<file path="src/rtl/mc_ctrl.sv">
// Multicycle MIPS control FSM: captures opcode/funct in FETCH and sequences
// Moore controls; 2-5 cycles per instruction, no backpressure (free-running).
module mc_ctrl #(
    parameter int STATE_W = 4,
    parameter int CNT_W   = 32
) (
    input  logic               clk,
    input  logic               rst,
    input  logic [31:0]        instruction,
    input  logic               zero,
    output logic               PCWr,
    output logic [1:0]         nPC_sel,
    output logic               j_sel,
    output logic               IRWr,
    output logic               RegWr,
    output logic [1:0]         RegDst,
    output logic [1:0]         MemtoReg,
    output logic [1:0]         ExtOp,
    output logic               ALUSrc,
    output logic [2:0]         ALUOp,
    output logic               MemWr,
    output logic [STATE_W-1:0] state,
    output logic               illegal,
    output logic [CNT_W-1:0]   retired
);

    localparam logic [STATE_W-1:0] S_FETCH  = STATE_W'(0);
    localparam logic [STATE_W-1:0] S_DECODE = STATE_W'(1);
    localparam logic [STATE_W-1:0] S_EXE    = STATE_W'(2);
    localparam logic [STATE_W-1:0] S_WBA    = STATE_W'(3);
    localparam logic [STATE_W-1:0] S_MA     = STATE_W'(4);
    localparam logic [STATE_W-1:0] S_MR     = STATE_W'(5);
    localparam logic [STATE_W-1:0] S_WBM    = STATE_W'(6);
    localparam logic [STATE_W-1:0] S_MW     = STATE_W'(7);
    localparam logic [STATE_W-1:0] S_BR     = STATE_W'(8);
    localparam logic [STATE_W-1:0] S_JMP    = STATE_W'(9);
    localparam logic [STATE_W-1:0] S_JR     = STATE_W'(10);

    logic [5:0]         op_q;
    logic [5:0]         fn_q;
    logic [STATE_W-1:0] next_state;
    logic               retire;
    logic               unused_bits;

    assign unused_bits = ^instruction[25:6];

    // Decoding runs off the captured copy; the fetch word moves once PC advances.
    logic is_r, is_addu, is_subu, is_jr, is_ori, is_lui, is_lw, is_sw, is_beq, is_j, is_jal;
    assign is_r    = (op_q == 6'b000000);
    assign is_addu = is_r && (fn_q == 6'b100001);
    assign is_subu = is_r && (fn_q == 6'b100011);
    assign is_jr   = is_r && (fn_q == 6'b001000);
    assign is_ori  = (op_q == 6'b001101);
    assign is_lui  = (op_q == 6'b001111);
    assign is_lw   = (op_q == 6'b100011);
    assign is_sw   = (op_q == 6'b101011);
    assign is_beq  = (op_q == 6'b000100);
    assign is_j    = (op_q == 6'b000010);
    assign is_jal  = (op_q == 6'b000011);

    always_comb begin
        next_state = S_FETCH;
        case (state)
            S_FETCH:  next_state = S_DECODE;
            S_DECODE: begin
                if (is_addu || is_subu || is_ori || is_lui) next_state = S_EXE;
                else if (is_lw || is_sw)                    next_state = S_MA;
                else if (is_beq)                            next_state = S_BR;
                else if (is_j || is_jal)                    next_state = S_JMP;
                else if (is_jr)                             next_state = S_JR;
                else                                        next_state = S_FETCH;
            end
            S_EXE:    next_state = S_WBA;
            S_MA:     next_state = is_lw ? S_MR : S_MW;
            S_MR:     next_state = S_WBM;
            default:  next_state = S_FETCH;
        endcase
    end

    assign retire = (state == S_WBA) || (state == S_WBM) || (state == S_MW) ||
                    (state == S_BR)  || (state == S_JMP) || (state == S_JR);

    always_ff @(posedge clk or posedge rst) begin
        if (rst) begin
            state   <= S_FETCH;
            op_q    <= 6'd0;
            fn_q    <= 6'd0;
            illegal <= 1'b0;
            retired <= '0;
        end else begin
            state <= next_state;
            if (state == S_FETCH) begin
                op_q <= instruction[31:26];
                fn_q <= instruction[5:0];
            end
            if (state == S_DECODE && next_state == S_FETCH) illegal <= 1'b1;
            if (retire) retired <= retired + CNT_W'(1);
        end
    end

    always_comb begin
        PCWr     = 1'b0;
        nPC_sel  = 2'b00;
        j_sel    = 1'b0;
        IRWr     = 1'b0;
        RegWr    = 1'b0;
        RegDst   = 2'b00;
        MemtoReg = 2'b00;
        ExtOp    = 2'b00;
        ALUSrc   = 1'b0;
        ALUOp    = 3'b000;
        MemWr    = 1'b0;
        case (state)
            S_FETCH: begin
                IRWr = 1'b1;
                PCWr = 1'b1;
            end
            S_EXE, S_WBA: begin
                if (is_subu)     ALUOp = 3'b001;
                else if (is_ori) ALUOp = 3'b010;
                ALUSrc = is_ori || is_lui;
                ExtOp  = is_lui ? 2'b10 : 2'b00;
                if (state == S_WBA) begin
                    RegWr  = 1'b1;
                    RegDst = is_r ? 2'b01 : 2'b00;
                end
            end
            S_MA, S_MR, S_MW: begin
                ALUSrc = 1'b1;
                ExtOp  = 2'b01;
                MemWr  = (state == S_MW);
            end
            S_WBM: begin
                RegWr    = 1'b1;
                MemtoReg = 2'b01;
            end
            S_BR: begin
                ALUOp   = 3'b001;
                nPC_sel = 2'b01;
                PCWr    = zero;
            end
            S_JMP: begin
                PCWr  = 1'b1;
                j_sel = 1'b1;
                if (is_jal) begin
                    RegWr    = 1'b1;
                    RegDst   = 2'b10;
                    MemtoReg = 2'b10;
                end
            end
            S_JR: begin
                PCWr    = 1'b1;
                nPC_sel = 2'b11;
            end
            default: ;
        endcase
    end

endmodule
</file>
<file path="config.mk">
export PLATFORM = sky130hd
export DESIGN_NAME = mc_ctrl
export DESIGN_NICKNAME = d
export VERILOG_FILES = /design/src/rtl/mc_ctrl.sv
export SDC_FILE = /design/constraint.sdc
export NUM_CORES = 1
export LEC_CHECK = 0
export CORE_AREA = 2 2 82 84
export DETAILED_ROUTE_END_ITERATION = 12
export DIE_AREA = 0 0 84 86
export GPL_TIMING_DRIVEN = 0
export PLACE_DENSITY = 0.74
export SLEW_MARGIN = 10
export SYNTH_ARGS = -nofsm -noshare
export SYNTH_HDL_FRONTEND = slang
export SYNTH_SLANG_ARGS = --single-unit
</file>
<file path="constraint.sdc">
create_clock -name clk -period 1.6 [get_ports clk]
set_input_delay 0.32 -clock clk [delete_from_list [all_inputs] [get_ports clk]]
set_output_delay 0.32 -clock clk [all_outputs]
set_load 0.03 [all_outputs]
</file>
==> results.sh, run 1 <==
export IMPL_maxSlewViolCount=0
export IMPL_drive_above_1_share_pct=50.0
export IMPL_dpl_hpwl_um=4080
export IMPL_start_util_pct=39.2
export IMPL_chipHeight_um=86
export IMPL_grt_pass1_wl_um=10100
export IMPL_vias=2154
export IMPL_cp_max_fo=3
export IMPL_setup_viol=47
export IMPL_final_util_pct=65.7
export IMPL_p_sw_mw=1.79
export IMPL_numPortBuffers=67
export IMPL_clockBufferDepth=2
export IMPL_antenna_found_initial=0
export IMPL_max_freq_mhz=456
export IMPL_first_iter_violations=84
export IMPL_viasPerCell=5.17
export IMPL_crit_start="op_q[4]$_DFFE_PP0P_"
export IMPL_drc_errors=0
export IMPL_die_width_um=84
export IMPL_maxCapViolations=0
export IMPL_power_density_nw_per_um2=1180
export IMPL_synth_top_area_share_pct=49.8
export IMPL_grt_setup_unrepaired="yes"
export IMPL_reg2reg_from="state[3]$_DFF_PP0_"
export IMPL_cp_cell_sequence="nor2b_2 -> nand4b_1 -> or4b_4 -> nor2_4 -> buf_6"
export IMPL_syn_cell_area_um2=2460
export IMPL_synth_seq_area_share_pct=49.8
export IMPL_nets=375
export IMPL_clock_insertion_delay_worst_skew_ps=300
export IMPL_ir_worst_vdd_mv=0.780
export IMPL_power_frac_seq_pct=35.7
export IMPL_rows=29
export IMPL_synth_common_cells="dfrtp_1 (49), xnor2_1 (21), nor2_1 (18)"
export IMPL_yosys_warnings=0
export IMPL_synth_edf_count=0
export IMPL_crit_type="register to output port"
export IMPL_cts_tree="yes"
export IMPL_cp_endpoint="ALUOp[1]"
export IMPL_status="finished, violations left"
export IMPL_firstDrtPassIters=4
export IMPL_synth_avg_cell_area_um2=10.9
export IMPL_combPwrFrac_pct=48.6
export IMPL_min_path_type="primary input to asynchronous set/reset pin"
export IMPL_timing_final_ws_setup_ps=-591
export IMPL_slew_headroom_pct=62.3
export IMPL_violations="negative setup slack"
export IMPL_grt_total_usage_pct=17.1
export IMPL_antennaDiodeCount=0
export IMPL_globalRouteOverflowTotal=0
export IMPL_yosys_register_bits=49
export IMPL_yosys_area_top_type="dfrtp_1"
export IMPL_ant_nets=0
export IMPL_cp_slowest_cell="or4b_4"
export IMPL_wl_per_cell_um=15.6
export IMPL_fin_crit_ps=2190
export IMPL_gp_congestion=0.775
export IMPL_root_buffer="clkbuf_8"
export IMPL_worst_ep_required_time_ps=1280
export IMPL_htreeDepth=2
export IMPL_ys_types=44
export IMPL_p_total_mw=4.87
export IMPL_crit_arrival_ps=1870
export IMPL_drt_total_wl_um=6520
export IMPL_synth_area_leaders="dfrtp_1 (50%), xnor2_1 (7.5%), mux2_2 (5.5%)"
export IMPL_clkTransAtPathRegs_ps=90
export IMPL_max_stage_delay_ps=620
export IMPL_flow_area_growth_from_synthesis_pct=67.5
export IMPL_p_int_mw=3.08
export IMPL_dieArea_um2=7220
export IMPL_cts_buffers_inserted=5
export IMPL_switching_share_pct=36.8
export IMPL_tightest_slew_ps=562
export IMPL_syn_num_nets=262
export IMPL_finalHoldViolCount=0
export IMPL_fillers=475
export IMPL_clkSinkCount=49
export IMPL_cp_start_kind="register"
export IMPL_core_area_um2=6280
export IMPL_r2r_end="illegal$_DFFE_PP0P_"
export IMPL_p_clk_share_pct=15.8
export IMPL_pin_count=89
export IMPL_rrSetupSlack_ps=-200
export IMPL_critPathCaptureType="output port"
export IMPL_grt_max_degree=38
export IMPL_p_leak_nw=1.93
export IMPL_skew_ps=12.9
export IMPL_ys_flop_type="dfrtp_1"
export IMPL_rr_worst_depth=7
export IMPL_yosysMostFrequentCell="dfrtp_1"
export IMPL_timing_final_crit_share_pct=137
export IMPL_syn_instance_count=226
export IMPL_grt_pass1_vias=2112
export IMPL_hold_ws_ps=277
export IMPL_async_reset_ff_share_pct=100
[final cells by class]
class | count | area, um^2 | share of cell area, %
clock inverter | 2 | 13.8 | 0.334
sequential | 49 | 1250 | 30.3
clock buffer | 6 | 82.6 | 2.00
inverter | 4 | 15.0 | 0.364
timing repair buffer | 106 | 1020 | 24.6
buffer | 8 | 96.3 | 2.34
multi-input combinational | 165 | 1550 | 37.7
tap | 77 | 96.3 | 2.34
[registers in the layout, indices dropped and copies added, names as in the netlist]
signal,count
retired,32
fn_q,6
op_q,6
state,4
illegal,1
[logic make-up (layout without fill, tap and decap cells)]
family,Yosys count,after routing,share of synthesized area (%)
and+or+nand+nor,104,104,26.2
buffers and inverters,12,126,2.34
AOI/OAI and AO/OA,15,15,4.07
other,1,1,0.152
muxes,12,12,5.49
xor gates and xnor gates,32,32,11.4
adders and majority gates,1,1,0.508
DFF,49,49,49.8
[critical path: cells and delay by family, from the launching register on]
| kind | cells | cell delay (ps) |
|---|---|---|
| simple gates | 4 | 1020 |
| flops | 1 | 420 |
| buf+inv | 1 | 130 |
[metal layers]
layer,up-vias,global-route usage [%],wire length (um)
li1,1020,-,-
met5,-,0,0
met3,13,3.85,384
met4,0,5.43,113
met2,65,27.2,3160
met1,1056,23.4,2860
[per-stage QoR]
step                      instances  cell area (um^2)  setup slack (ps)  setup TNS (ps)
after detailed placement        371              3400              -918          -10060
after global placement          370              3380             -1010          -54170
after global routing            417              4120              -671          -10310
after floorplan                 226              2610              -534           -3270
final                           417              4120              -591           -7160
after CTS                       402              3750              -570           -7350
[power groups by stage]
| stage | Clock, mW | Sequential [mW] | Combinational (mW) |
|---|---|---|---|
| floorplan | 0 | 1.85 | 0.964 |
| global placement | 0 | 1.77 | 1.47 |
| detailed placement | 0 | 1.78 | 1.51 |
| CTS | 0.796 | 1.73 | 1.92 |
| global route | 0.847 | 1.77 | 2.51 |
| finish | 0.768 | 1.74 | 2.36 |
[timing repair]
item / CTS / global route
hold endpoints to repair: 0 / 0
cloned: 0 / 1
setup buffers: 23 / 18
pin swaps: 9 / 24
hold buffers: 0 / 0
setup endpoints to repair: 75 / 58
gates resized for setup: 182 / 61
[cell usage in the layout, fill, tap and decap left out, types with 2 or more instances in the layout]
cell type	count
xnor2_1	17
buf_8	3
clkdlybuf4s50_1	14
nand2b_4	4
mux2_4	6
and2b_2	2
nand4_1	12
nand3_1	4
or3_1	2
buf_6	31
nand2_2	4
and3_1	4
nor2_2	5
dfrtp_2	19
buf_4	27
nor3b_1	2
a21oi_2	2
or4b_4	2
xnor2_2	4
nand4_4	2
nor2_1	9
clkbuf_8	7
xor2_1	11
nand3_4	2
dlygate4sd2_1	35
mux2_2	6
inv_1	3
nor4_4	2
nor2_4	9
dfrtp_1	30
and3_4	3
nor3_4	2
nand3_2	6
o22ai_1	2
nand2_1	11
[how the worst min path moves through the flow]
stage                                       start  depth (start not counted)                       to
after floorplan                   instruction[27]                          2      op_q[1]$_DFFE_PP0P_
after global placement    retired[31]$_DFFE_PP0P_                          1  retired[31]$_DFFE_PP0P_
after detailed placement  retired[31]$_DFFE_PP0P_                          1  retired[31]$_DFFE_PP0P_
after CTS                                     rst                          2      fn_q[2]$_DFFE_PP0P_
after global routing                          rst                          2      fn_q[2]$_DFFE_PP0P_
final                                         rst                          2      fn_q[2]$_DFFE_PP0P_
Power figures use the tool's default switching activity.
==> run 2: changes to the inputs <==
Settings changed: CORE_AREA 2 2 82 84 to 4 4 84 86, DIE_AREA 0 0 84 86 to 0 0 88 90.
==> run 2 against run 1 <==
Compared with the run above:
- the run still ends with negative setup slack left
- register-to-register slack about the same
- utilization shrank 0.40 points
- critical path type unchanged
- cell count decreased by 0.96%
==> results.sh, run 2 (same netlist as run 1, synthesis figures left out) <==
export IMPL_power_frac_seq_pct=35.4
export IMPL_chipHeight_um=90
export IMPL_dpl_hpwl_um=4080
export IMPL_final_common_cell="dlygate4sd2_1"
export IMPL_violations="negative setup slack"
export IMPL_antennaDiodeCount=0
export IMPL_fin_area_um2=4100
export IMPL_p_leak_nw=1.91
export IMPL_crit_arrival_ps=1860
export IMPL_max_stage_delay_ps=620
export IMPL_max_freq_mhz=459
export IMPL_maxCapViolations=0
export IMPL_die_width_um=88
export IMPL_largest_register="retired"
export IMPL_crit_type="register to output port"
export IMPL_drc_errors=0
export IMPL_power_density_nw_per_um2=1200
export IMPL_cp_slowest_cell="or4b_4"
export IMPL_wl_per_cell_um=16.2
export IMPL_start_util_pct=39.2
export IMPL_ir_worst_vdd_mv=0.816
export IMPL_rows=29
export IMPL_viasPerCell=5.18
export IMPL_fin_setup_tns_ps=-9810
export IMPL_root_buffer="clkbuf_8"
export IMPL_hold_buffers=0
export IMPL_reg2reg_from="state[1]$_DFF_PP0_"
export IMPL_core_area_um2=6280
export IMPL_fin_crit_ps=2180
export IMPL_min_path_type="primary input to asynchronous set/reset pin"
export IMPL_cp_max_fo=3
export IMPL_status="finished, violations left"
export IMPL_cts_buffers_inserted=5
export IMPL_p_sw_mw=1.80
export IMPL_htreeDepth=2
export IMPL_firstDrtPassIters=4
export IMPL_cp_start_kind="register"
export IMPL_vias=2140
export IMPL_largest_reg_flops=32
export IMPL_grt_max_degree=38
export IMPL_pin_count=89
export IMPL_first_iter_violations=81
export IMPL_clkSinkCount=49
export IMPL_antenna_found_initial=0
export IMPL_crit_family="simple AND/OR/NAND/NOR gates"
export IMPL_flow_area_growth_from_synthesis_pct=66.5
export IMPL_final_cell_mix="dlygate4sd2_1 (35), dfrtp_1 (30), buf_6 (29)"
export IMPL_grt_total_usage_pct=16.2
export IMPL_ant_nets=0
export IMPL_clkTransAtPathRegs_ps=90
export IMPL_gp_congestion=0.816
export IMPL_clock_insertion_delay_worst_skew_ps=300
export IMPL_switching_share_pct=36.6
export IMPL_rrSetupSlack_ps=-210
export IMPL_cp_cell_sequence="nor2b_2 -> nand4b_1 -> or4b_4 -> nor2_4 -> buf_6"
export IMPL_critPathCaptureType="output port"
export IMPL_drt_total_wl_um=6690
export IMPL_finalHoldViolCount=0
export IMPL_p_clk_share_pct=14.7
export IMPL_r2r_end="retired[20]$_DFFE_PP0P_"
export IMPL_dp_cells=371
export IMPL_dp_slack_ps=-911
export IMPL_clockBufferDepth=2
export IMPL_grt_pass1_vias=2089
export IMPL_cts_tree="yes"
export IMPL_maxSlewViolCount=0
export IMPL_cp_endpoint="ExtOp[1]"
export IMPL_layout_cells_non_filler=413
export IMPL_nets=371
export IMPL_crit_cells=5
export IMPL_combPwrFrac_pct=49.9
export IMPL_placed_area_um2=3400
export IMPL_critPathBufInv=1
export IMPL_grt_setup_unrepaired="yes"
export IMPL_worst_ep_required_time_ps=1280
export IMPL_p_int_mw=3.13
export IMPL_grt_pass1_wl_um=10400
export IMPL_timing_final_crit_share_pct=136
export IMPL_setup_viol=57
export IMPL_skew_ps=8.22
export IMPL_drive_above_1_share_pct=48.5
export IMPL_crit_start="op_q[4]$_DFFE_PP0P_"
export IMPL_fillers=495
export IMPL_largest_registers="retired: 32 flops, fn_q: 6 flops, op_q: 6 flops"
export IMPL_numPortBuffers=67
export IMPL_globalRouteOverflowTotal=0
export IMPL_dieArea_um2=7920
export IMPL_timing_final_ws_setup_ps=-581
export IMPL_rr_worst_depth=9
## run 2: cell types whose count changed in the layout (fill, tap and decap cells not counted), moves of 2 or more
| cell | delta |
|---|---|
| buf_4 | -2 |
| buf_6 | -2 |
| clkbuf_1 | +2 |
| mux2_2 | -4 |
| mux2_4 | +4 |
| nand2_4 | +2 |
| nor2_1 | -2 |
| nor2_2 | -2 |
| nor2_4 | +4 |
| nor3_4 | -2 |
## run 2: what timing repair did
| item | in CTS | in global routing |
|---|---|---|
| setup buffers | 23 | 13 |
| endpoints found under the setup margin | 74 | 61 |
| hold endpoints to repair | 0 | 0 |
| gates cloned | 1 | 1 |
| gates resized for setup | 178 | 71 |
| pin swaps | 14 | 26 |
## run 2: power groups by stage
stage          sequential (mW)  combinational [mW]  clock (mW)
3_3_place_gp              1.77                1.48           0
2_1_floorplan             1.85               0.964           0
6_report                  1.75                2.46       0.725
5_1_grt                   1.77                2.61       0.808
4_1_cts                   1.72                1.94       0.755
3_5_place_dp              1.78                1.52           0
## run 2: routing by layer
metal  share of wire (%)  vias up  track usage [%]
met1                  44     1066             22.4
li1                    -     1009                -
met3                 6.6        5             4.66
met5                   0        -                0
met2                  49       60             24.9
met4                0.93        0             4.22
## run 2: cell type report
type / count / area [um^2] / area share (%)
buffer: 8 / 92.6 / 2.26
clock buffer: 7 / 76.3 / 1.86
clock inverter: 1 / 7.51 / 0.183
inverter: 4 / 15.0 / 0.366
multi-input combinational: 165 / 1590 / 38.7
sequential: 49 / 1250 / 30.5
tap: 77 / 96.3 / 2.35
timing repair buffer: 102 / 975 / 23.8
## run 2: worst reg2reg max path, cell delays in order, from the launching register on
cell and delay, ps:
dfrtp_2 430, buf_6 120, buf_6 120, buf_6 110, a21oi_2 130, a22o_4 190, and3_4 220, buf_6 130
nand4_1 120, xnor2_1 140
## run 2: how the worst min path moves through the flow
stage                       startpoint                      end  slack (ps)
2_1_floorplan          instruction[27]      op_q[1]$_DFFE_PP0P_         440
3_3_place_gp   retired[31]$_DFFE_PP0P_  retired[31]$_DFFE_PP0P_         460
3_5_place_dp   retired[31]$_DFFE_PP0P_  retired[31]$_DFFE_PP0P_         460
4_1_cts                            rst      fn_q[2]$_DFFE_PP0P_         280
5_1_grt                            rst      fn_q[2]$_DFFE_PP0P_         300
6_report                           rst      fn_q[2]$_DFFE_PP0P_         280
## run 2: metrics by stage
step	util [%]	hold WS (ps)	total power, mW
floorplan	-	437	2.82
global placement	53.8	461	3.25
detailed placement	54.2	456	3.30
CTS	59.6	279	4.41
global route	65.3	297	5.19
finish	65.3	281	4.93
